[src/rtl/nec_ir_tx.sv]
// NEC infrared transmitter.
// On tx_start it sends a full frame: a 9 ms leader, a 4.5 ms space, 32 bits sent
// LSB-first, and a stop burst. On rpt_start it sends the short repeat code.
// It drives an active-low envelope (inf_out) that can loop straight into the
// receiver, and a carrier-modulated LED drive (ir_led).
// Handshake: tx_start/rpt_start are one-cycle strobes taken only while idle.
// Strobes seen while busy are dropped, not queued. busy covers the cycle after
// acceptance through the last gap cycle, and tx_done marks the cycle after that.
module nec_ir_tx #(
   parameter int CNT_9MS    = 450_000,
   parameter int CNT_4_5MS  = 225_000,
   parameter int CNT_2_25MS = 112_500,
   parameter int CNT_0_56MS = 28_000,
   parameter int CNT_1_69MS = 84_500,
   parameter int CNT_GAP    = 2_000_000,
   parameter int CAR_HALF   = 658
) (
   input  logic       sys_clk,
   input  logic       sys_rst_n,
   input  logic       tx_start,
   input  logic       rpt_start,
   input  logic [7:0] tx_addr,
   input  logic [7:0] tx_cmd,
   output logic       inf_out,
   output logic       ir_led,
   output logic       busy,
   output logic       tx_done
);

   // The segment counter must hold the longest segment minus one.
   localparam int MAX_A   = (CNT_9MS > CNT_4_5MS) ? CNT_9MS : CNT_4_5MS;
   localparam int MAX_B   = (CNT_2_25MS > CNT_0_56MS) ? CNT_2_25MS : CNT_0_56MS;
   localparam int MAX_C   = (CNT_1_69MS > CNT_GAP) ? CNT_1_69MS : CNT_GAP;
   localparam int MAX_AB  = (MAX_A > MAX_B) ? MAX_A : MAX_B;
   localparam int SEG_MAX = (MAX_AB > MAX_C) ? MAX_AB : MAX_C;
   localparam int CNT_W   = $clog2(SEG_MAX + 1);
   localparam int CAR_W   = $clog2(CAR_HALF + 1);

   typedef enum logic [2:0] {
      IDLE   = 3'd0,
      LEAD_L = 3'd1,
      LEAD_H = 3'd2,
      BIT_L  = 3'd3,
      BIT_H  = 3'd4,
      STOP_L = 3'd5,
      GAP    = 3'd6
   } state_t;

   state_t             state_q, state_d;
   logic [CNT_W-1:0]   cnt_q, cnt_d;
   logic [5:0]         bit_cnt_q, bit_cnt_d;
   logic [31:0]        shift_q, shift_d;
   logic               rpt_q, rpt_d;
   logic               inf_out_q, inf_out_d;
   logic               ir_led_q, ir_led_d;
   logic               busy_q, busy_d;
   logic               tx_done_q, tx_done_d;
   logic [CAR_W-1:0]   car_cnt_q, car_cnt_d;
   logic               phase_q, phase_d;
   logic [CNT_W-1:0]   seg_last;
   logic               seg_done;

   // Last count value of the current segment; in BIT_H the length is set by the bit being sent.
   always_comb begin
      seg_last = '0;
      case (state_q)
         LEAD_L:  seg_last = CNT_W'(CNT_9MS - 1);
         LEAD_H:  seg_last = rpt_q ? CNT_W'(CNT_2_25MS - 1) : CNT_W'(CNT_4_5MS - 1);
         BIT_L:   seg_last = CNT_W'(CNT_0_56MS - 1);
         BIT_H:   seg_last = shift_q[0] ? CNT_W'(CNT_1_69MS - 1) : CNT_W'(CNT_0_56MS - 1);
         STOP_L:  seg_last = CNT_W'(CNT_0_56MS - 1);
         GAP:     seg_last = CNT_W'(CNT_GAP - 1);
         default: seg_last = '0;
      endcase
   end

   assign seg_done = (cnt_q == seg_last);

   // Next state: accept strobes in IDLE and step through the segments as each one expires.
   always_comb begin
      state_d   = state_q;
      cnt_d     = cnt_q;
      bit_cnt_d = bit_cnt_q;
      shift_d   = shift_q;
      rpt_d     = rpt_q;
      tx_done_d = 1'b0;
      if (state_q == IDLE) begin
         cnt_d = '0;
         if (tx_start) begin
            state_d = LEAD_L;
            rpt_d   = 1'b0;
            shift_d = {~tx_cmd, tx_cmd, ~tx_addr, tx_addr};
         end else if (rpt_start) begin
            state_d = LEAD_L;
            rpt_d   = 1'b1;
         end
      end else if (!seg_done) begin
         cnt_d = cnt_q + 1'b1;
      end else begin
         cnt_d = '0;
         case (state_q)
            LEAD_L: state_d = LEAD_H;
            LEAD_H: begin
               bit_cnt_d = '0;
               state_d   = rpt_q ? STOP_L : BIT_L;
            end
            BIT_L:  state_d = BIT_H;
            BIT_H: begin
               shift_d   = {1'b0, shift_q[31:1]};
               bit_cnt_d = bit_cnt_q + 1'b1;
               state_d   = (bit_cnt_q == 6'd31) ? STOP_L : BIT_L;
            end
            STOP_L: state_d = GAP;
            GAP: begin
               state_d   = IDLE;
               tx_done_d = 1'b1;
            end
            default: state_d = IDLE;
         endcase
      end
   end

   // Outputs follow the next state, so the first LEAD_L cycle already shows the burst.
   // The carrier phase sits at 1 through spaces, so each burst starts with the LED on.
   always_comb begin
      inf_out_d = !(state_d inside {LEAD_L, BIT_L, STOP_L});
      busy_d    = (state_d != IDLE);
      car_cnt_d = '0;
      phase_d   = 1'b1;
      if (!inf_out_d && !inf_out_q) begin
         if (car_cnt_q == CAR_W'(CAR_HALF - 1)) begin
            car_cnt_d = '0;
            phase_d   = ~phase_q;
         end else begin
            car_cnt_d = car_cnt_q + 1'b1;
            phase_d   = phase_q;
         end
      end
      ir_led_d = ~inf_out_d & phase_d;
   end

   // State and output registers; reset forces the idle envelope and LED off immediately.
   always_ff @(posedge sys_clk or negedge sys_rst_n) begin
      if (!sys_rst_n) begin
         state_q   <= IDLE;
         cnt_q     <= '0;
         bit_cnt_q <= '0;
         shift_q   <= '0;
         rpt_q     <= 1'b0;
         inf_out_q <= 1'b1;
         ir_led_q  <= 1'b0;
         busy_q    <= 1'b0;
         tx_done_q <= 1'b0;
         car_cnt_q <= '0;
         phase_q   <= 1'b1;
      end else begin
         state_q   <= state_d;
         cnt_q     <= cnt_d;
         bit_cnt_q <= bit_cnt_d;
         shift_q   <= shift_d;
         rpt_q     <= rpt_d;
         inf_out_q <= inf_out_d;
         ir_led_q  <= ir_led_d;
         busy_q    <= busy_d;
         tx_done_q <= tx_done_d;
         car_cnt_q <= car_cnt_d;
         phase_q   <= phase_d;
      end
   end

   assign inf_out = inf_out_q;
   assign ir_led  = ir_led_q;
   assign busy    = busy_q;
   assign tx_done = tx_done_q;

endmodule
[config.mk]
export PLATFORM = sky130hd
export DESIGN_NAME = nec_ir_tx
export DESIGN_NICKNAME = d
export VERILOG_FILES = /design/src/rtl/nec_ir_tx.sv
export SDC_FILE = /design/constraint.sdc
export NUM_CORES = 1
export LEC_CHECK = 0
export BUFFER_PORTS_ARGS = -buffer_cell sky130_fd_sc_hd__buf_4
export CORE_UTILIZATION = 61
export CTS_CLUSTER_SIZE = 20
export DETAILED_ROUTE_END_ITERATION = 12
export HOLD_SLACK_MARGIN = 0.03
export PLACE_DENSITY = 0.78
export SETUP_SLACK_MARGIN = 0.5
export SLEW_MARGIN = 20
export SYNTH_ARGS = -nofsm -noshare
export SYNTH_HDL_FRONTEND = slang
export SYNTH_SLANG_ARGS = --single-unit
[constraint.sdc]
create_clock -name sys_clk -period 3.2 [get_ports sys_clk]
set_clock_uncertainty 0.1 [all_clocks]
set_input_delay 0 -clock sys_clk [delete_from_list [all_inputs] [get_ports sys_clk]]
set_output_delay 0 -clock sys_clk [all_outputs]
set_load 0.02 [all_outputs]
==> results of run 1 <==
metrics by stage:
| step | setup WS [ns] | power, mW | area (sq um) | std cells | utilization, % |
|---|---|---|---|---|---|
| floorplan | 0.632 | 1.60 | 4360 | 456 | - |
| global placement | 0.254 | 1.73 | 4630 | 556 | 67.7 |
| detailed placement | 0.168 | 1.75 | 4630 | 556 | 67.7 |
| CTS | 0.506 | 2.46 | 5120 | 601 | 75.0 |
| global route | 0.388 | 2.62 | 5410 | 618 | 79.2 |
| finish | 0.426 | 2.50 | 5410 | 618 | 79.2 |
worst max-delay path, stage by stage (launching register included):
cell and delay (ns):
dfrtp_2 0.48, buf_6 0.16, nand3b_1 0.20, a211oi_2 0.25
a311o_1 0.15, o2111a_1 0.19, nand4_1 0.24, o31a_1 0.40
buf_12 0.17, a221o_1 0.31
cell usage after synthesis (all sizes together), types with 3 or more instances:
master / n
nor3: 30
o31ai: 7
xnor2: 13
nand4: 4
and4: 5
nand2: 23
buf: 20
a21oi: 15
clkbuf: 17
nor2b: 5
nor4: 14
nor4b: 3
ha: 4
nor2: 32
a21o: 3
o221ai: 3
xor2: 18
o31a: 3
inv: 10
nand3: 21
a211oi: 3
and2: 4
a221o: 32
nand2b: 8
or2: 4
or3: 3
a221oi: 4
and3: 26
o21ai: 15
dfrtp: 76
cell type report:
type                       instances  area [sq um]  area share [%]
clock buffer                       9           124            2.29
clock inverter                     7          55.1            1.02
inverter                          10          37.5           0.694
multi-input combinational        331          2310            42.8
sequential                        78          1960            36.2
tap                               96           120            2.22
timing repair buffer              87           800            14.8
repair_timing:
| item | in CTS | in global routing |
|---|---|---|
| gates resized for setup | 14 | 32 |
| hold buffers | 25 | 0 |
| pin swaps | 3 | 14 |
| buffers inserted | 4 | 14 |
| setup endpoints to repair | 72 | 71 |
| cloned | 0 | 3 |
| endpoints found under the hold margin | 110 | 0 |
per-layer routing:
metal	GRT usage, %	vias up	part of all wire, %
met2	50.2	189	50
met1	43.9	2005	42
met5	0	-	0
met3	4.76	32	6.0
met4	12.0	0	2.0
li1	-	1847	-
report_power, final:
group | switching [mW] | internal [mW] | total, mW
Combinational | 0.221 | 0.264 | 0.486
Sequential | 0.170 | 1.15 | 1.32
Clock | 0.399 | 0.291 | 0.690
cell families after synthesis:
kind of cell	Yosys count	synth area share [%]
compound gates	105	19.3
buf+inv	47	4.79
flops	78	44.8
simple gates	190	23.5
mux	1	0.230
fa+ha+maj	4	1.15
xor+xnor	31	6.23
path summary, 6_finish.rpt:
check	cells past startpoint	slack, ns	to
hold reg to reg	1	0.39	shift_q[31]
setup / recovery	9	0.43	shift_q[16]
setup reg to reg	9	0.43	shift_q[16]
hold / removal	2	0.24	bit_cnt_q[4]
max in group asynchronous	2	2.09	state_q[0]
min in group sys_clk	1	0.39	shift_q[31]
registers in the layout, summed over array words and instances, names as in the netlist:
signal,count
ir_led,1
state_q,3
cnt_q,21
tx_done,1
car_cnt_q,10
bit_cnt_q,6
inf_out,1
rpt_q,1
phase_q,1
shift_q,32
busy,1
==> flow_metrics.tcl, run 1 <==
set metrics [dict create \
    portBuffers 23 \
    synth_edf_count 0 \
    fillers 447 \
    layout_common_cells "dfrtp_1 (73), buf_4 (47), a221o_1 (32)" \
    fin_crit_sh_pct 86.7 \
    grt_usage_pct 31.5 \
    grt_max_degree 79 \
    setup-violations-final 0 \
    ant_nets 0 \
    vias 4073 \
    rsz0062_at_grt "yes" \
    nets 541 \
    die_y_um 86.5 \
    drt-initial-drc-count 366 \
    root_buffer "clkbuf_8" \
    syn_nets 480 \
    die_area_sq_mm 0.00749 \
    htreeDepth 3 \
    synth_area_sq_mm 0.00436 \
    crit_start "state_q[0]" \
    numCtsBuffers 9 \
    cp-start-kind "register" \
    wl_per_cell_um 18.7 \
    power.leakage_nw 2.43 \
    ys_seq_elements 78 \
    netlist.area_leader.share_pct 43.6 \
    synth.yosys.seq_area_share_pct 44.8 \
    clk_latency_ns 0.36 \
    core_area_sq_mm 0.00683 \
    diodes 0 \
    syn_inst 456 \
    area_growth_pct 24.0 \
    yosysUniqueCellTypes 63 \
    worst_slew_pin_slew_ns 0.967 \
    synth.avg_cell_area_sq_um 9.56 \
    wl_mm 11.6 \
    vias_per_cell 6.59 \
    ys_warn_count 0 \
    critPathMaxFanout 32 \
    r2r-start "state_q[0]" \
    whs_ns 0.239 \
    cts.clk_slew.worst_paths_ns 0.08 \
    row_count 30 \
    antenna_found_initial 0 \
    drcViolationCount 0 \
    ys.flop_type "dfrtp_1" \
    arrival_ns 2.91 \
    cts_tree "yes" \
    synthTopCellsByArea "dfrtp_1 (44%), a221o_1 (7.3%), and3_1 (3.7%)" \
    die_w_um 86.5 \
    cts_buffer_depth 2 \
    yosysTopAreaCell "dfrtp_1" \
    num_io_pins 24 \
    grt_pass1_wl_mm 18.4 \
    hp-class "in2async" \
    drive_gt1_share_pct 21.3 \
    crit_required_ns 3.34 \
    fmax_ghz 0.360 \
    endpoint_kind "register" \
    relSlewSlack_pct 35.5 \
    max-cap-violations 0 \
    drtPass1Iterations 5 \
    outcome "completed" \
    post-dp-hpwl_mm 6.68 \
    powerDensity_mw_per_mm2 462 \
    hold_violations 0 \
    place_congestion 0.900 \
    setup_tns_ns 0 \
    irDropWorstVdd_mv 0.344 \
    clock_sinks 78 \
    finalCriticalPeriod_ns 2.77 \
    path_class "reg2reg" \
    first_global_vias 3809 \
    layout_commonest_cell "dfrtp_1" \
    grt.overflow.total 0 \
    synthArstFlopShare_pct 100 \
    slew_viol_final 0 \
    initial_core_util_pct 63.8 \
]
Power figures use the tool's default switching activity.
==> run 2: changes to the inputs <==
- BUFFER_PORTS_ARGS: -buffer_cell sky130_fd_sc_hd__buf_4 -> -buffer_cell sky130_fd_sc_hd__buf_2
- GPL_ROUTABILITY_DRIVEN: not set -> 0
==> run 2 against run 1 <==
Compared with the run above: sequential power hardly changed; critical endpoint is now state_q[1]; largest cell class unchanged; cell count rose by 1.8%; global-route usage down 3.1 points; largest power group unchanged; non-clock buffer count is 11 higher.
==> flow_metrics.tcl, run 2 (synthesized netlist as in run 1, its figures left out) <==
set metrics [dict create \
    outcome "completed" \
    cts_buffer_depth 2 \
    hold_violations 0 \
    die_w_um 86.5 \
    pwr-share-seq_pct 52.1 \
    slew_viol_final 0 \
    die_area_sq_mm 0.00749 \
    drt-initial-drc-count 508 \
    crit_end "state_q[1]" \
    antenna_found_initial 0 \
    grt_usage_pct 28.5 \
    path_class "reg2reg" \
    setup_ws_ns 0.288 \
    root_buffer "clkbuf_8" \
    critPathSlowestCell "dfrtp_2" \
    path_buf_inv 8 \
    clkPwrFrac_pct 27.7 \
    fin_crit_sh_pct 91.0 \
    path_delay_family "buffers and inverters" \
    worst_slew_pin_slew_ns 0.981 \
    diodes 0 \
    r2r-start "state_q[1]" \
    fin_util_pct 81.5 \
    layout_common_cells "dfrtp_1 (74), buf_4 (35), a221o_1 (32)" \
    switching_power_mw 0.813 \
    die_y_um 86.5 \
    layout_commonest_cell "dfrtp_1" \
    finalCriticalPeriod_ns 2.91 \
    cts.clk_slew.worst_paths_ns 0.09 \
    preCtsSetupSlack_ns 0.265 \
    vias_per_cell 6.79 \
    wl_per_cell_um 20.0 \
    first_global_vias 3500 \
    drive_gt1_share_pct 26.1 \
    cp-start-kind "register" \
    regMostFlops "shift_q" \
    irDropWorstVdd_mv 0.475 \
    grt_pass1_wl_mm 16.6 \
    dp.cells 558 \
    critical_path.cell_chain "buf_6 -> buf_4 -> inv_2 -> buf_4 -> o311a_1 -> xnor2_1 -> nand4_1 -> buf_4 -> buf_6 -> buf_4 -> buf_4 -> o31ai_2 -> o31ai_1" \
    critPathMaxFanout 8 \
    post-dp-hpwl_mm 6.22 \
    whs_path_depth 3 \
    reg.largest.list "shift_q x32, cnt_q x21, car_cnt_q x10" \
    area_growth_pct 27.7 \
    htreeDepth 3 \
    nets 552 \
    switching_share_pct 32.1 \
    rsz0062_at_grt "yes" \
    powerDensity_mw_per_mm2 455 \
    wl_mm 12.6 \
    grt.overflow.total 0 \
    relSlewSlack_pct 34.6 \
    fmax_ghz 0.343 \
    critPathMaxStageDelay_ns 0.44 \
    portBuffers 23 \
    row_count 30 \
    pwr-share-comb_pct 20.2 \
    r2r_cells 13 \
    num_io_pins 24 \
    cp.depth 13 \
    hp-class "in2reg" \
    numCtsBuffers 9 \
    ant_nets 0 \
    max-cap-violations 0 \
    ff2ff_setup_slack_ns 0.29 \
    clock_sinks 78 \
    endpoint_kind "register" \
    drcViolationCount 0 \
    drtPass1Iterations 5 \
    clk_latency_ns 0.37 \
    largest_reg_flops 32 \
    finalNonFillerCells 629 \
    crit_required_ns 3.33 \
    initial_core_util_pct 63.8 \
    vias 4269 \
    grt_max_degree 79 \
    core_area_sq_mm 0.00683 \
    r2r_end "state_q[1]" \
    power.leakage_nw 2.50 \
    cp_common_cell "buf_4" \
    setup-violations-final 0 \
    arrival_ns 3.04 \
    setup_tns_ns 0 \
    cts_tree "yes" \
    crit_start "state_q[1]" \
    p_int_mw 1.72 \
]
-- run 2: how the worst min path moves through the flow --
| stage | startpoint | to | slack (ns) |
|---|---|---|---|
| final | tx_start | shift_q[7] | 0.11 |
| after global routing | tx_start | shift_q[20] | 0.15 |
| after floorplan | sys_rst_n | bit_cnt_q[0] | -0.40 |
| after CTS | tx_start | shift_q[4] | 0.1 |
| after detailed placement | sys_rst_n | cnt_q[19] | 0.11 |
| after global placement | sys_rst_n | cnt_q[20] | 0.11 |
-- run 2: what timing repair did --
action	CTS	global route
gates resized for setup	6	61
endpoints found under the hold margin	110	0
gates cloned	0	6
pin swaps	2	15
endpoints found under the setup margin	71	71
hold buffers	19	0
setup buffers	6	24
-- run 2: per-stage QoR --
stage / area, sq um / total power, mW / hold slack, ns
after floorplan: 4360 / 1.60 / -0.396
after global placement: 4600 / 1.72 / 0.109
after detailed placement: 4600 / 1.74 / 0.112
after CTS: 5030 / 2.45 / 0.0977
after global routing: 5570 / 2.65 / 0.155
final: 5570 / 2.53 / 0.115
-- run 2: power groups by stage --
| stage | combinational, mW | sequential (mW) | clock, mW |
|---|---|---|---|
| 2_1_floorplan | 0.325 | 1.28 | 0 |
| 3_3_place_gp | 0.397 | 1.32 | 0 |
| 3_5_place_dp | 0.413 | 1.32 | 0 |
| 4_1_cts | 0.443 | 1.31 | 0.700 |
| 5_1_grt | 0.560 | 1.34 | 0.749 |
| 6_report | 0.511 | 1.32 | 0.702 |
-- run 2: metal layers --
layer	wire length [um]	vias to the layer above	track usage (%)
met4	514	0	9.85
met3	958	60	5.52
met1	5200	2062	39.5
li1	-	1864	-
met2	5930	283	44.9
met5	0	-	0
-- run 2: area by class of cell --
cell class / instances / area (sq um)
clock buffer: 9 / 124
tap: 96 / 120
timing repair buffer: 98 / 896
fill: 385 / 1260
multi-input combinational: 331 / 2370
clock inverter: 7 / 57.6
inverter: 10 / 42.5
sequential: 78 / 1960
-- run 2: worst register-to-register path, stage by stage, from the launching register on --
cell and delay (ns):
dfrtp_2 0.44, buf_6 0.12, buf_4 0.12, inv_2 0.04, buf_4 0.17, o311a_1 0.35
xnor2_1 0.29, nand4_1 0.18, buf_4 0.17, buf_6 0.14, buf_4 0.16, buf_4 0.15
o31ai_2 0.24, o31ai_1 0.13
